===== config.mk =====
export PLATFORM = sky130hd
export DESIGN_NAME = rr_decode_scheduler
export DESIGN_NICKNAME = d
export VERILOG_FILES = /design/src/rtl/rr_decode_scheduler.sv
export SDC_FILE = /design/constraint.sdc
export NUM_CORES = 1
export LEC_CHECK = 0
export ABC_AREA = 1
export CORE_ASPECT_RATIO = 1.4
export CORE_MARGIN = 2
export CORE_UTILIZATION = 30
export DETAILED_ROUTE_END_ITERATION = 8
export MAX_ROUTING_LAYER = met4
export PLACE_DENSITY = 0.61
export RECOVER_POWER = 50
export SLEW_MARGIN = 5
export SYNTH_ARGS = -nofsm -noshare
export SYNTH_HDL_FRONTEND = slang
export SYNTH_SLANG_ARGS = --single-unit
export TNS_END_PERCENT = 20

===== constraint.sdc =====
create_clock -name clk -period 7.85 [get_ports clk]
set_input_delay 1.1775 -clock clk [delete_from_list [all_inputs] [get_ports clk]]
set_output_delay 1.1775 -clock clk [all_outputs]
set_load 0.1 [all_outputs]

===== src/rtl/rr_decode_scheduler.sv =====
`default_nettype none
// ============================================================================
// Module   : rr_decode_scheduler
// Brief    : Round-robin owner of a shared 4-to-16 one-hot select; holds each
//            grant until release, request/mask drop, or hold timeout.
// Revision : 1.0 - initial release
// ============================================================================
module rr_decode_scheduler #(
    parameter int MAX_HOLD = 8
) (
    input  logic        clk,
    input  logic        rst_n,
    input  logic [15:0] req,
    input  logic [15:0] mask,
    input  logic        done,
    output logic        grant_valid,
    output logic [3:0]  grant_idx,
    output logic [15:0] grant_oh,
    output logic        timeout_pulse
);

    typedef enum logic [0:0] {
        S_IDLE = 1'b0,
        S_BUSY = 1'b1
    } state_t;

    localparam logic [7:0] C_MAX_HOLD = 8'(MAX_HOLD);
    localparam logic [7:0] C_CNT_SAT  = 8'd255;

    state_t      r_state;
    state_t      w_state_nxt;
    logic [3:0]  r_ptr,      w_ptr_nxt;
    logic [7:0]  r_hold_cnt, w_hold_cnt_nxt;
    logic [3:0]  r_idx,      w_idx_nxt;
    logic        r_valid,    w_valid_nxt;
    logic [15:0] r_oh,       w_oh_nxt;
    logic        r_tp,       w_tp_nxt;

    logic [15:0] w_elig;
    logic        w_found;
    logic [3:0]  w_winner;
    logic        w_rel_other;
    logic        w_to;

    assign w_elig = req & mask;

    // Search starts one past the last owner, so the previous owner is tried last.
    always_comb begin
        w_found  = 1'b0;
        w_winner = 4'd0;
        for (int i = 0; i < 16; i++) begin
            logic [3:0] cand;
            cand = r_ptr + 4'(i + 1);
            if (!w_found && w_elig[cand]) begin
                w_found  = 1'b1;
                w_winner = cand;
            end
        end
    end

    assign w_rel_other = done | ~req[r_idx] | ~mask[r_idx];
    assign w_to        = (MAX_HOLD != 0) && (r_hold_cnt == C_MAX_HOLD);

    always_comb begin
        w_state_nxt    = r_state;
        w_ptr_nxt      = r_ptr;
        w_hold_cnt_nxt = r_hold_cnt;
        w_idx_nxt      = r_idx;
        w_valid_nxt    = r_valid;
        w_oh_nxt       = r_oh;
        w_tp_nxt       = 1'b0;
        case (r_state)
            S_IDLE: begin
                if (w_found) begin
                    w_state_nxt    = S_BUSY;
                    w_idx_nxt      = w_winner;
                    w_oh_nxt       = 16'd1 << w_winner;
                    w_valid_nxt    = 1'b1;
                    w_hold_cnt_nxt = 8'd1;
                end
            end
            S_BUSY: begin
                if (w_rel_other || w_to) begin
                    w_state_nxt    = S_IDLE;
                    w_valid_nxt    = 1'b0;
                    w_oh_nxt       = 16'd0;
                    w_ptr_nxt      = r_idx;
                    w_hold_cnt_nxt = 8'd0;
                    // Timeout is flagged only when nothing else caused the release.
                    w_tp_nxt       = w_to && !w_rel_other;
                end else if (r_hold_cnt != C_CNT_SAT) begin
                    w_hold_cnt_nxt = r_hold_cnt + 8'd1;
                end
            end
            default: begin
                w_state_nxt = S_IDLE;
                w_valid_nxt = 1'b0;
                w_oh_nxt    = 16'd0;
            end
        endcase
    end

    always_ff @(posedge clk or negedge rst_n) begin
        if (!rst_n) begin
            r_state    <= S_IDLE;
            r_ptr      <= 4'd15;
            r_hold_cnt <= 8'd0;
            r_idx      <= 4'd0;
            r_valid    <= 1'b0;
            r_oh       <= 16'd0;
            r_tp       <= 1'b0;
        end else begin
            r_state    <= w_state_nxt;
            r_ptr      <= w_ptr_nxt;
            r_hold_cnt <= w_hold_cnt_nxt;
            r_idx      <= w_idx_nxt;
            r_valid    <= w_valid_nxt;
            r_oh       <= w_oh_nxt;
            r_tp       <= w_tp_nxt;
        end
    end

    assign grant_valid   = r_valid;
    assign grant_idx     = r_idx;
    assign grant_oh      = r_oh;
    assign timeout_pulse = r_tp;

endmodule
`default_nettype wire


==> results.json, run 1 <==
{
  "post_cts.repair.setup_buffers": 0,
  "synth_fp_nets": 711,
  "failing_checks": "max-capacitance violations, max-slew violations",
  "yosysUniqueCellTypes": 44,
  "synth_top_family_by_area": "simple AND/OR/NAND/NOR gates",
  "path_common_cell": "sky130_fd_sc_hd__nor2_2",
  "dieArea_mm2": 0.0139,
  "fin_setup_tns_ns": 0,
  "post_synth_instance_area_mm2": 0.00389,
  "cap_violations": 1,
  "critical_path_required_ns": 8.05,
  "maximum_clock_frequency_mhz": 189,
  "initial_antenna_violation_count": 0,
  "cts.path.max_buffers": 2,
  "buffer_and_inverter_count_on_the_worst_path": 2,
  "cts_root_buffer_type": "sky130_fd_sc_hd__clkbuf_16",
  "global_route_wire_length_before_repair_um": 21000,
  "dr.pass1.iters": 5,
  "worstSetupStartpointType": "register",
  "start_util_pct": 30.5,
  "post-route-cell-area_mm2": 0.00470,
  "yosysTopAreaCell": "sky130_fd_sc_hd__nand2_1",
  "routed_wirelength_um": 13200,
  "tritoncts_clock_tree": "built",
  "timing.final.crit_period_ns": 5.28,
  "cts_inserted_buffers": 5,
  "postSynthCellCount": 667,
  "numPortBuffers": 56,
  "routabilityCongestion": 0.886,
  "cts.hold.buffers_added": 0,
  "tightestPinTransition_ns": 1.88,
  "count_of_nets_left_with_antenna_violations_after_detail_routing": 0,
  "globalRouteTotalUtil_pct": 19.4,
  "fp.dieW_um": 100,
  "die_h_um": 139,
  "multi_input_comb_area_mm2": 0.00266,
  "unrepaired_setup_endpoints_after_global_routing": "no",
  "remaining_drc_errors": 0,
  "initialDrtViolationCount": 282,
  "ys_ff_latch": 35,
  "dpl_cell_area_mm2": 0.00454,
  "cp-end-kind": "register",
  "timing.final.hold_violations": 0,
  "number_of_setup_violations_in_the_final_report": 0,
  "maxSlewViolCount": 36,
  "synthTopCellsByCount": "sky130_fd_sc_hd__nand2_1 (227), sky130_fd_sc_hd__nand3_1 (147), sky130_fd_sc_hd__nor2_1 (57), sky130_fd_sc_hd__inv_1 (47), sky130_fd_sc_hd__dfrtp_1 (31)",
  "post_drt_wl_per_cell_um": 15.2,
  "numClockSinks": 35,
  "clk_pin_slew_worst_paths_ns": 0.05,
  "synthTopCellsByArea": "sky130_fd_sc_hd__nand2_1 (22%), sky130_fd_sc_hd__dfrtp_1 (20%), sky130_fd_sc_hd__nand3_1 (19%)",
  "critical-path-max-stage-delay_ns": 0.87,
  "nNetsFinal": 757,
  "avg_inst_size_synth_um2": 5.83,
  "slowest_stage": "sky130_fd_sc_hd__ha_1",
  "vias_per_cell": 5.22,
  "cts.htree.levels": 2,
  "first_global_vias": 4327,
  "ys.flop_type": "sky130_fd_sc_hd__dfrtp_1",
  "worstPathArrival_ns": 5.48,
  "core.rowCount": 49,
  "cp_cell_sequence": "inv_1 -> ha_1 -> inv_2 -> nand3_1 -> nand2_1 -> nand2_1 -> nand3_1 -> nand2_2 -> nand3_4 -> nor2_8 -> nand4_2 -> nor2_4 -> nand4_4 -> nor2_4 -> nand4_2 -> nor2_2 -> nor2_2 -> nor2_2 -> o21ai_1 -> a21oi_1",
  "post_route_cells_drive_above_1_share_pct": 6.30,
  "filler_cell_count": 1426,
  "yosysSeqAreaShare_pct": 22.7,
  "globalRoute.totalOverflow": 0,
  "worst-path-max-fanout": 21,
  "yosys.area.top_type_share_pct": 21.9,
  "insertion_delay_ns": 0.28,
  "post_synthesis_async_set_or_reset_flop_share_pct": 100,
  "area_delta_synth_final_pct": 20.9,
  "relSlewSlack_pct": -25.4,
  "cts_resized": 0,
  "top_level_ports": 57,
  "hold_path_class": "reg2reg",
  "yosys.cell_count.top_type": "sky130_fd_sc_hd__nand2_1",
  "timing.final.crit_share_pct": 67.2,
  "pin_count_of_the_biggest_net_entering_global_routing": 36,
  "dp_hpwl_um": 10500,
  "worst_clock_skew_ns": 0.00220,
  "number_of_synthesized_flops_with_an_enable_pin": 0,
  "startpoint_to_endpoint_class_of_the_critical_path": "reg2reg",
  "core_utilization_of_the_finished_layout_pct": 36.8,
  "synth_simple_gate_area_share_pct": 54.7,
  "n_antenna_cell": 0,
  "yosys.area_share.xor_xnor_pct": 2.70,
  "muxShareOfSynthArea_pct": 0,
  "detailroute.via_count": 4524,
  "worst_path_dominant_cell_family": "simple AND/OR/NAND/NOR gates",
  "adder_cell_share_of_the_synthesized_area_pct": 2.90,
  "status": "finished, violations left",
  "ys.warnings.count": 0,
  "holdWs_ns": 0.477,
  "synth_compound_gate_area_share_pct": 8.21,
  "fp.coreArea_mm2": 0.0128,
  "seqCellArea_um2": 881
}
-- logic make-up (layout without fill, tap and decap cells) --
kind of cell             after synthesis  count (layout)
XOR/XNOR                               9               9
flip-flops                            35              35
AO/OA/AOI/OAI                         57              57
adder cells (fa/ha/maj)                9               9
buffers and inverters                 84             131
AND/OR/NAND/NOR                      473             473
-- cell usage in the layout, fill, tap and decap left out, drive strengths merged, types with 9 or more instances in the layout --
cell           netlist  routed
dfrtp               31      31
clkbuf               4       9
ha                   9       9
a21oi               12      12
nand4               19      19
inv                 64      64
dlygate4sd3          0      11
o21ai               31      31
nand2              229     229
nand3              149     149
clkdlybuf4s50        0      44
nor2                64      64
-- final cells by class --
cell class / count / share of cell area, %
multi-input cells: 548 / 56.6
clock buffers: 8 / 3.33
repair buffers: 56 / 11.8
inverters: 67 / 5.41
well taps: 153 / 4.07
flip-flops and latches: 35 / 18.7
-- flip-flops by register name, indices dropped and copies added (netlist names) --
| register | flops |
|---|---|
| grant_idx | 4 |
| grant_oh | 16 |
| grant_valid | 1 |
| r_hold_cnt | 8 |
| r_ptr | 4 |
| r_state | 1 |
| timeout_pulse | 1 |
-- through the flow --
step,worst slack [ns],std cells
2_1_floorplan,4.06,667
3_3_place_gp,2.72,859
3_5_place_dp,2.60,859
4_1_cts,2.58,867
5_1_grt,2.05,867
6_report,2.57,867
-- metal layers --
metal / GRT usage [%] / up-vias / part of all wire, %
li1: - / 2295 / -
met1: 21.6 / 2064 / 40
met2: 34.5 / 127 / 52
met3: 1.71 / 38 / 4.2
met4: 8.51 / 0 / 4.0
met5: - / - / 0
-- worst paths after layout --
kind,end,slack [ns],from,cells after the start
min in group asynchronous,r_hold_cnt[1]$_DFFE_PN0P_,1.41,rst_n,1
setup reg to reg,r_hold_cnt[2]$_DFFE_PN0P_,2.57,r_ptr[1]$_DFFE_PN1P_,20
setup / recovery,r_hold_cnt[2]$_DFFE_PN0P_,2.57,r_ptr[1]$_DFFE_PN1P_,20
hold reg to reg,grant_oh[11]$_DFFE_PN0P_,0.48,grant_oh[11]$_DFFE_PN0P_,2
hold / removal,grant_oh[11]$_DFFE_PN0P_,0.48,grant_oh[11]$_DFFE_PN0P_,2
max in group asynchronous,grant_idx[0]$_DFFE_PN0P_,5.35,rst_n,1
-- tightest hold or removal path: cells and delay by family, from the launching register on --
family | cells | cell delay, ns
flops | 1 | 0.33
simple gates | 2 | 0.11
Power of run 1 is not shown: default switching activity piles up to over one toggle a cycle in this logic, so the estimate is an artifact.
==> inputs of run 2 (changes only) <==
--- a/config.mk
+++ b/config.mk
@@ -11,7 +11,7 @@
 export CORE_UTILIZATION = 30
 export DETAILED_ROUTE_END_ITERATION = 8
 export MAX_ROUTING_LAYER = met4
-export PLACE_DENSITY = 0.61
+export PLACE_DENSITY = 0.63
 export RECOVER_POWER = 50
 export SLEW_MARGIN = 5
 export SYNTH_ARGS = -nofsm -noshare
==> constraint.sdc (replaced) <==
create_clock -name clk -period 4.56 [get_ports clk]
set_input_delay 0.684 -clock clk [delete_from_list [all_inputs] [get_ports clk]]
set_output_delay 0.684 -clock clk [all_outputs]
set_load 0.1 [all_outputs]
==> results.json, run 2 (same netlist as run 1, synthesis figures left out) <==
{
  "cts_root_buffer_type": "sky130_fd_sc_hd__clkbuf_16",
  "critical-path-max-stage-delay_ns": 0.56,
  "n_antenna_cell": 0,
  "filler_cell_count": 1399,
  "post_drt_wl_per_cell_um": 15.3,
  "fin_cells": 875,
  "tightestPinTransition_ns": 1.87,
  "worst-path-max-fanout": 19,
  "detailroute.via_count": 4559,
  "timing.final.crit_share_pct": 87.7,
  "numPortBuffers": 56,
  "rr_worst_depth": 22,
  "fin_setup_tns_ns": 0,
  "slowest_stage": "sky130_fd_sc_hd__xor2_1",
  "largest_register_ffs": 16,
  "setup.reg_to_reg.worst_slack_ns": 0.56,
  "cts_resized": 0,
  "insertion_delay_ns": 0.28,
  "cts.htree.levels": 2,
  "post_cts.repair.setup_buffers": 0,
  "numClockSinks": 35,
  "tritoncts_clock_tree": "built",
  "globalRoute.totalOverflow": 0,
  "maxSlewViolCount": 36,
  "maximum_clock_frequency_mhz": 250,
  "status": "finished, violations left",
  "dieArea_mm2": 0.0139,
  "hold_path_class": "reg2reg",
  "layout_commonest_cell": "sky130_fd_sc_hd__nand2_1",
  "worstSetupStartpointType": "register",
  "initial_antenna_violation_count": 0,
  "initialDrtViolationCount": 388,
  "dp_cells": 867,
  "cts_inserted_buffers": 5,
  "top_level_ports": 57,
  "dp_hpwl_um": 10700,
  "min_from": "grant_oh[11]$_DFFE_PN0P_",
  "count_of_nets_left_with_antenna_violations_after_detail_routing": 0,
  "fp.dieW_um": 100,
  "global_route_wire_length_before_repair_um": 22500,
  "fp.coreArea_mm2": 0.0128,
  "first_global_vias": 4692,
  "routabilityCongestion": 0.908,
  "remaining_drc_errors": 0,
  "worst_reg2reg_startpoint": "r_ptr[1]$_DFFE_PN1P_",
  "nNetsFinal": 765,
  "cap_violations": 1,
  "startpoint_to_endpoint_class_of_the_critical_path": "reg2reg",
  "die_h_um": 139,
  "critical_path_required_ns": 4.78,
  "worst_hold_path.num_cells": 2,
  "vias_per_cell": 5.21,
  "core.rowCount": 49,
  "timing.final.crit_period_ns": 4.00,
  "cp-end-kind": "register",
  "worst_clock_skew_ns": 0.00587,
  "cts.path.max_buffers": 2,
  "mostFrequentLayoutCells": "sky130_fd_sc_hd__nand2_1 (227), sky130_fd_sc_hd__nand3_1 (147), sky130_fd_sc_hd__nor2_1 (57)",
  "cp_cell_sequence": "buf_4 -> ha_1 -> inv_1 -> nand2_1 -> xor2_1 -> inv_1 -> nand3_1 -> nand2_1 -> nor2_1 -> nand3_1 -> nor2_1 -> nand4_1 -> nand4_1 -> nand3b_1 -> inv_1 -> nand2_1 -> nand2_1 -> nand2_1 -> nand2_1 -> nor2_1 -> nand2_1 -> nand2_1",
  "pin_count_of_the_biggest_net_entering_global_routing": 36,
  "unrepaired_setup_endpoints_after_global_routing": "no",
  "hold-path-endpoint": "grant_oh[11]$_DFFE_PN0P_",
  "worst_r2r_dst": "grant_oh[7]$_DFFE_PN0P_",
  "cts.hold.buffers_added": 0,
  "start_util_pct": 30.5,
  "timing.final.hold_violations": 0,
  "post_route_cells_drive_above_1_share_pct": 7.06,
  "area_delta_synth_final_pct": 22.0,
  "dr.pass1.iters": 5,
  "number_of_setup_violations_in_the_final_report": 0,
  "path_common_cell": "sky130_fd_sc_hd__nand2_1",
  "worstPathArrival_ns": 4.22,
  "relSlewSlack_pct": -25.0,
  "routed_wirelength_um": 13400,
  "clk_pin_slew_worst_paths_ns": 0.05,
  "failing_checks": "max-capacitance violations, max-slew violations",
  "globalRouteTotalUtil_pct": 20.5
}
-- run 2: metal layers --
metal / track usage (%) / vias up / share of wire (%)
met5: - / - / 0
met4: 8.36 / 0 / 2.5
li1: - / 2312 / -
met2: 37.4 / 139 / 54
met3: 1.41 / 22 / 4.4
met1: 22.7 / 2086 / 40
-- run 2: cell type report --
cell class,instances,area [um^2],area share (%)
clock buffer,7,133,2.80
sequential,35,881,18.6
inverter,67,254,5.36
timing repair buffer,64,617,13.0
multi-input combinational,548,2660,56.1
tap,153,191,4.04
clock inverter,1,5.00,0.106
-- run 2: per-stage QoR --
| stage | hold slack [ns] | utilization (%) | instance area [um^2] | setup WS [ns] |
|---|---|---|---|---|
| floorplan | 0.388 | - | 3890 | 0.768 |
| global placement | 0.471 | 36.1 | 4610 | 0.599 |
| detailed placement | 0.464 | 36.1 | 4610 | 0.639 |
| CTS | 0.489 | 37.2 | 4750 | 0.614 |
| global route | 0.505 | 37.2 | 4740 | 0.148 |
| finish | 0.477 | 37.2 | 4740 | 0.560 |
-- run 2: critical path: cells and delay by family (launching register included) --
| family | cells | cell delay (ns) |
|---|---|---|
| DFF | 1 | 0.52 |
| adders and majority gates | 1 | 0.21 |
| buffers and inverters | 4 | 0.58 |
| and+or+nand+nor | 16 | 2.08 |
| xor gates and xnor gates | 1 | 0.56 |
-- run 2: worst max-delay path by stage --
stage	from	endpoint	slack, ns	cells after the start
after CTS	r_ptr[1]$_DFFE_PN1P_	grant_oh[10]$_DFFE_PN0P_	0.61	21
after floorplan	r_ptr[1]$_DFFE_PN1P_	grant_oh[14]$_DFFE_PN0P_	0.77	24
after detailed placement	r_ptr[1]$_DFFE_PN1P_	grant_oh[10]$_DFFE_PN0P_	0.64	21
after global routing	r_ptr[1]$_DFFE_PN1P_	grant_oh[9]$_DFFE_PN0P_	0.15	23
final	r_ptr[1]$_DFFE_PN1P_	grant_oh[7]$_DFFE_PN0P_	0.56	22
after global placement	mask[15]	grant_oh[14]$_DFFE_PN0P_	0.60	21
Power of run 2 is left out for the same reason.
==> inputs of run 3 (changes only) <==
--- a/config.mk
+++ b/config.mk
@@ -8,10 +8,10 @@
 export ABC_AREA = 1
 export CORE_ASPECT_RATIO = 1.4
 export CORE_MARGIN = 2
-export CORE_UTILIZATION = 30
+export CORE_UTILIZATION = 42
 export DETAILED_ROUTE_END_ITERATION = 8
 export MAX_ROUTING_LAYER = met4
-export PLACE_DENSITY = 0.63
+export PLACE_DENSITY = 0.79
 export RECOVER_POWER = 50
 export SLEW_MARGIN = 5
 export SYNTH_ARGS = -nofsm -noshare
==> results.json, run 3 (same netlist as run 1, synthesis figures left out) <==
{
  "cts_inserted_buffers": 5,
  "cp-end-kind": "register",
  "mostFrequentLayoutCells": "sky130_fd_sc_hd__nand2_1 (227), sky130_fd_sc_hd__nand3_1 (147), sky130_fd_sc_hd__nor2_1 (57)",
  "top_level_ports": 57,
  "maximum_clock_frequency_mhz": 241,
  "initial_antenna_violation_count": 0,
  "buffer_and_inverter_count_on_the_worst_path": 3,
  "layout_commonest_cell": "sky130_fd_sc_hd__nand2_1",
  "worstPathArrival_ns": 4.32,
  "n_antenna_cell": 0,
  "worstSetupStartpointType": "register",
  "cts_root_buffer_type": "sky130_fd_sc_hd__clkbuf_16",
  "hold-path-endpoint": "grant_oh[8]$_DFFE_PN0P_",
  "fin_setup_tns_ns": 0,
  "timing.final.hold_violations": 0,
  "worst_reg2reg_startpoint": "r_ptr[2]$_DFFE_PN1P_",
  "nNetsFinal": 764,
  "startpoint_to_endpoint_class_of_the_critical_path": "reg2reg",
  "global_route_wire_length_before_repair_um": 21800,
  "count_of_nets_left_with_antenna_violations_after_detail_routing": 0,
  "initialDrtViolationCount": 406,
  "timing.final.crit_period_ns": 4.16,
  "critical-path-max-stage-delay_ns": 0.74,
  "clk_pin_slew_worst_paths_ns": 0.05,
  "dpl_cell_area_mm2": 0.00454,
  "slowest_stage": "sky130_fd_sc_hd__dfstp_4",
  "detailroute.via_count": 4814,
  "tritoncts_clock_tree": "built",
  "fp.coreArea_mm2": 0.00903,
  "post_route_cells_drive_above_1_share_pct": 7.21,
  "insertion_delay_ns": 0.28,
  "post_drt_wl_per_cell_um": 15.7,
  "worst_hold_path.num_cells": 2,
  "area_delta_synth_final_pct": 20.6,
  "dr.pass1.iters": 6,
  "pin_count_of_the_biggest_net_entering_global_routing": 36,
  "post-route-cell-area_mm2": 0.00469,
  "critical_path_required_ns": 4.73,
  "largest_register_ffs": 16,
  "worst_path_dominant_cell_family": "simple AND/OR/NAND/NOR gates",
  "globalRoute.totalOverflow": 0,
  "worst_clock_skew_ns": 0.00455,
  "routabilityCongestion": 1.01,
  "dp_hpwl_um": 10300,
  "die_h_um": 118,
  "rr_worst_depth": 22,
  "cts.path.max_buffers": 2,
  "core_utilization_of_the_finished_layout_pct": 51.9,
  "start_util_pct": 43.1,
  "remaining_drc_errors": 0,
  "cp.depth": 22,
  "core.rowCount": 41,
  "dieArea_mm2": 0.0101,
  "fp.dieW_um": 85.3,
  "globalRouteTotalUtil_pct": 27.2,
  "cap_violations": 1,
  "numClockSinks": 35,
  "failing_checks": "max-capacitance violations, max-slew violations",
  "cts.htree.levels": 2,
  "vias_per_cell": 5.81,
  "cp_cell_sequence": "inv_2 -> ha_2 -> clkinvlp_4 -> nand3_1 -> nand3_1 -> nand2_1 -> nand3_4 -> nor2_8 -> nand3_1 -> nor2_1 -> nand3_1 -> nor2_1 -> nand3_1 -> nor2_1 -> o21bai_1 -> nand2_1 -> nand2_1 -> nand3_1 -> nand2_1 -> inv_2 -> nand2_1 -> nand2_1",
  "cts.hold.buffers_added": 0,
  "number_of_setup_violations_in_the_final_report": 0,
  "first_global_vias": 4638,
  "min_from": "grant_oh[8]$_DFFE_PN0P_",
  "relSlewSlack_pct": -23.0,
  "routed_wirelength_um": 13000,
  "setup.reg_to_reg.worst_slack_ns": 0.40,
  "tightestPinTransition_ns": 1.84,
  "timing.final.crit_share_pct": 91.2,
  "worst-path-max-fanout": 13,
  "numPortBuffers": 56,
  "unrepaired_setup_endpoints_after_global_routing": "no",
  "worst_r2r_dst": "grant_oh[10]$_DFFE_PN0P_",
  "status": "finished, violations left",
  "hold_path_class": "reg2reg",
  "maxSlewViolCount": 36
}
[run 3: tightest hold or removal path: stages (launching register included)]
cell,delay [ns]
sky130_fd_sc_hd__dfrtp_1,0.34
sky130_fd_sc_hd__nand2_1,0.05
sky130_fd_sc_hd__nand2_1,0.05
[run 3: timing repair]
| action | in CTS | in global routing |
|---|---|---|
| setup endpoints to repair | 0 | 21 |
| resized for setup | 0 | 3 |
| setup buffers | 0 | 0 |
[run 3: cell type report]
type | count | area (um^2)
fillers | 914 | 4340
multi-input cells | 548 | 2660
flip-flops and latches | 35 | 885
repair buffers | 63 | 609
inverters | 67 | 258
well taps | 107 | 134
clock buffers | 7 | 133
clock inverters | 1 | 5.00
[run 3: how the worst max path moves through the flow]
stage                               from                  endpoint  slack, ns
floorplan           r_ptr[1]$_DFFE_PN1P_  grant_oh[14]$_DFFE_PN0P_       0.77
global placement    r_ptr[2]$_DFFE_PN1P_  grant_oh[10]$_DFFE_PN0P_       0.27
detailed placement  r_ptr[2]$_DFFE_PN1P_  grant_oh[10]$_DFFE_PN0P_       0.22
CTS                 r_ptr[2]$_DFFE_PN1P_  grant_oh[10]$_DFFE_PN0P_       0.21
global route        r_ptr[2]$_DFFE_PN1P_  grant_oh[10]$_DFFE_PN0P_       0.04
finish              r_ptr[2]$_DFFE_PN1P_  grant_oh[10]$_DFFE_PN0P_       0.40
[run 3: through the flow]
| stage | std cells | hold slack [ns] | setup WS (ns) |
|---|---|---|---|
| after floorplan | 667 | 0.388 | 0.768 |
| after global placement | 820 | 0.466 | 0.266 |
| after detailed placement | 820 | 0.469 | 0.219 |
| after CTS | 828 | 0.486 | 0.214 |
| after global routing | 828 | 0.506 | 0.0431 |
| final | 828 | 0.479 | 0.402 |
[run 3: metal layers]
metal | routed length, um | global-route usage, %
met1 | 5030 | 31.5
met2 | 6640 | 46.2
met3 | 742 | 3.37
met4 | 612 | 12.9
met5 | 0 | -
Power of run 3 is left out for the same reason.
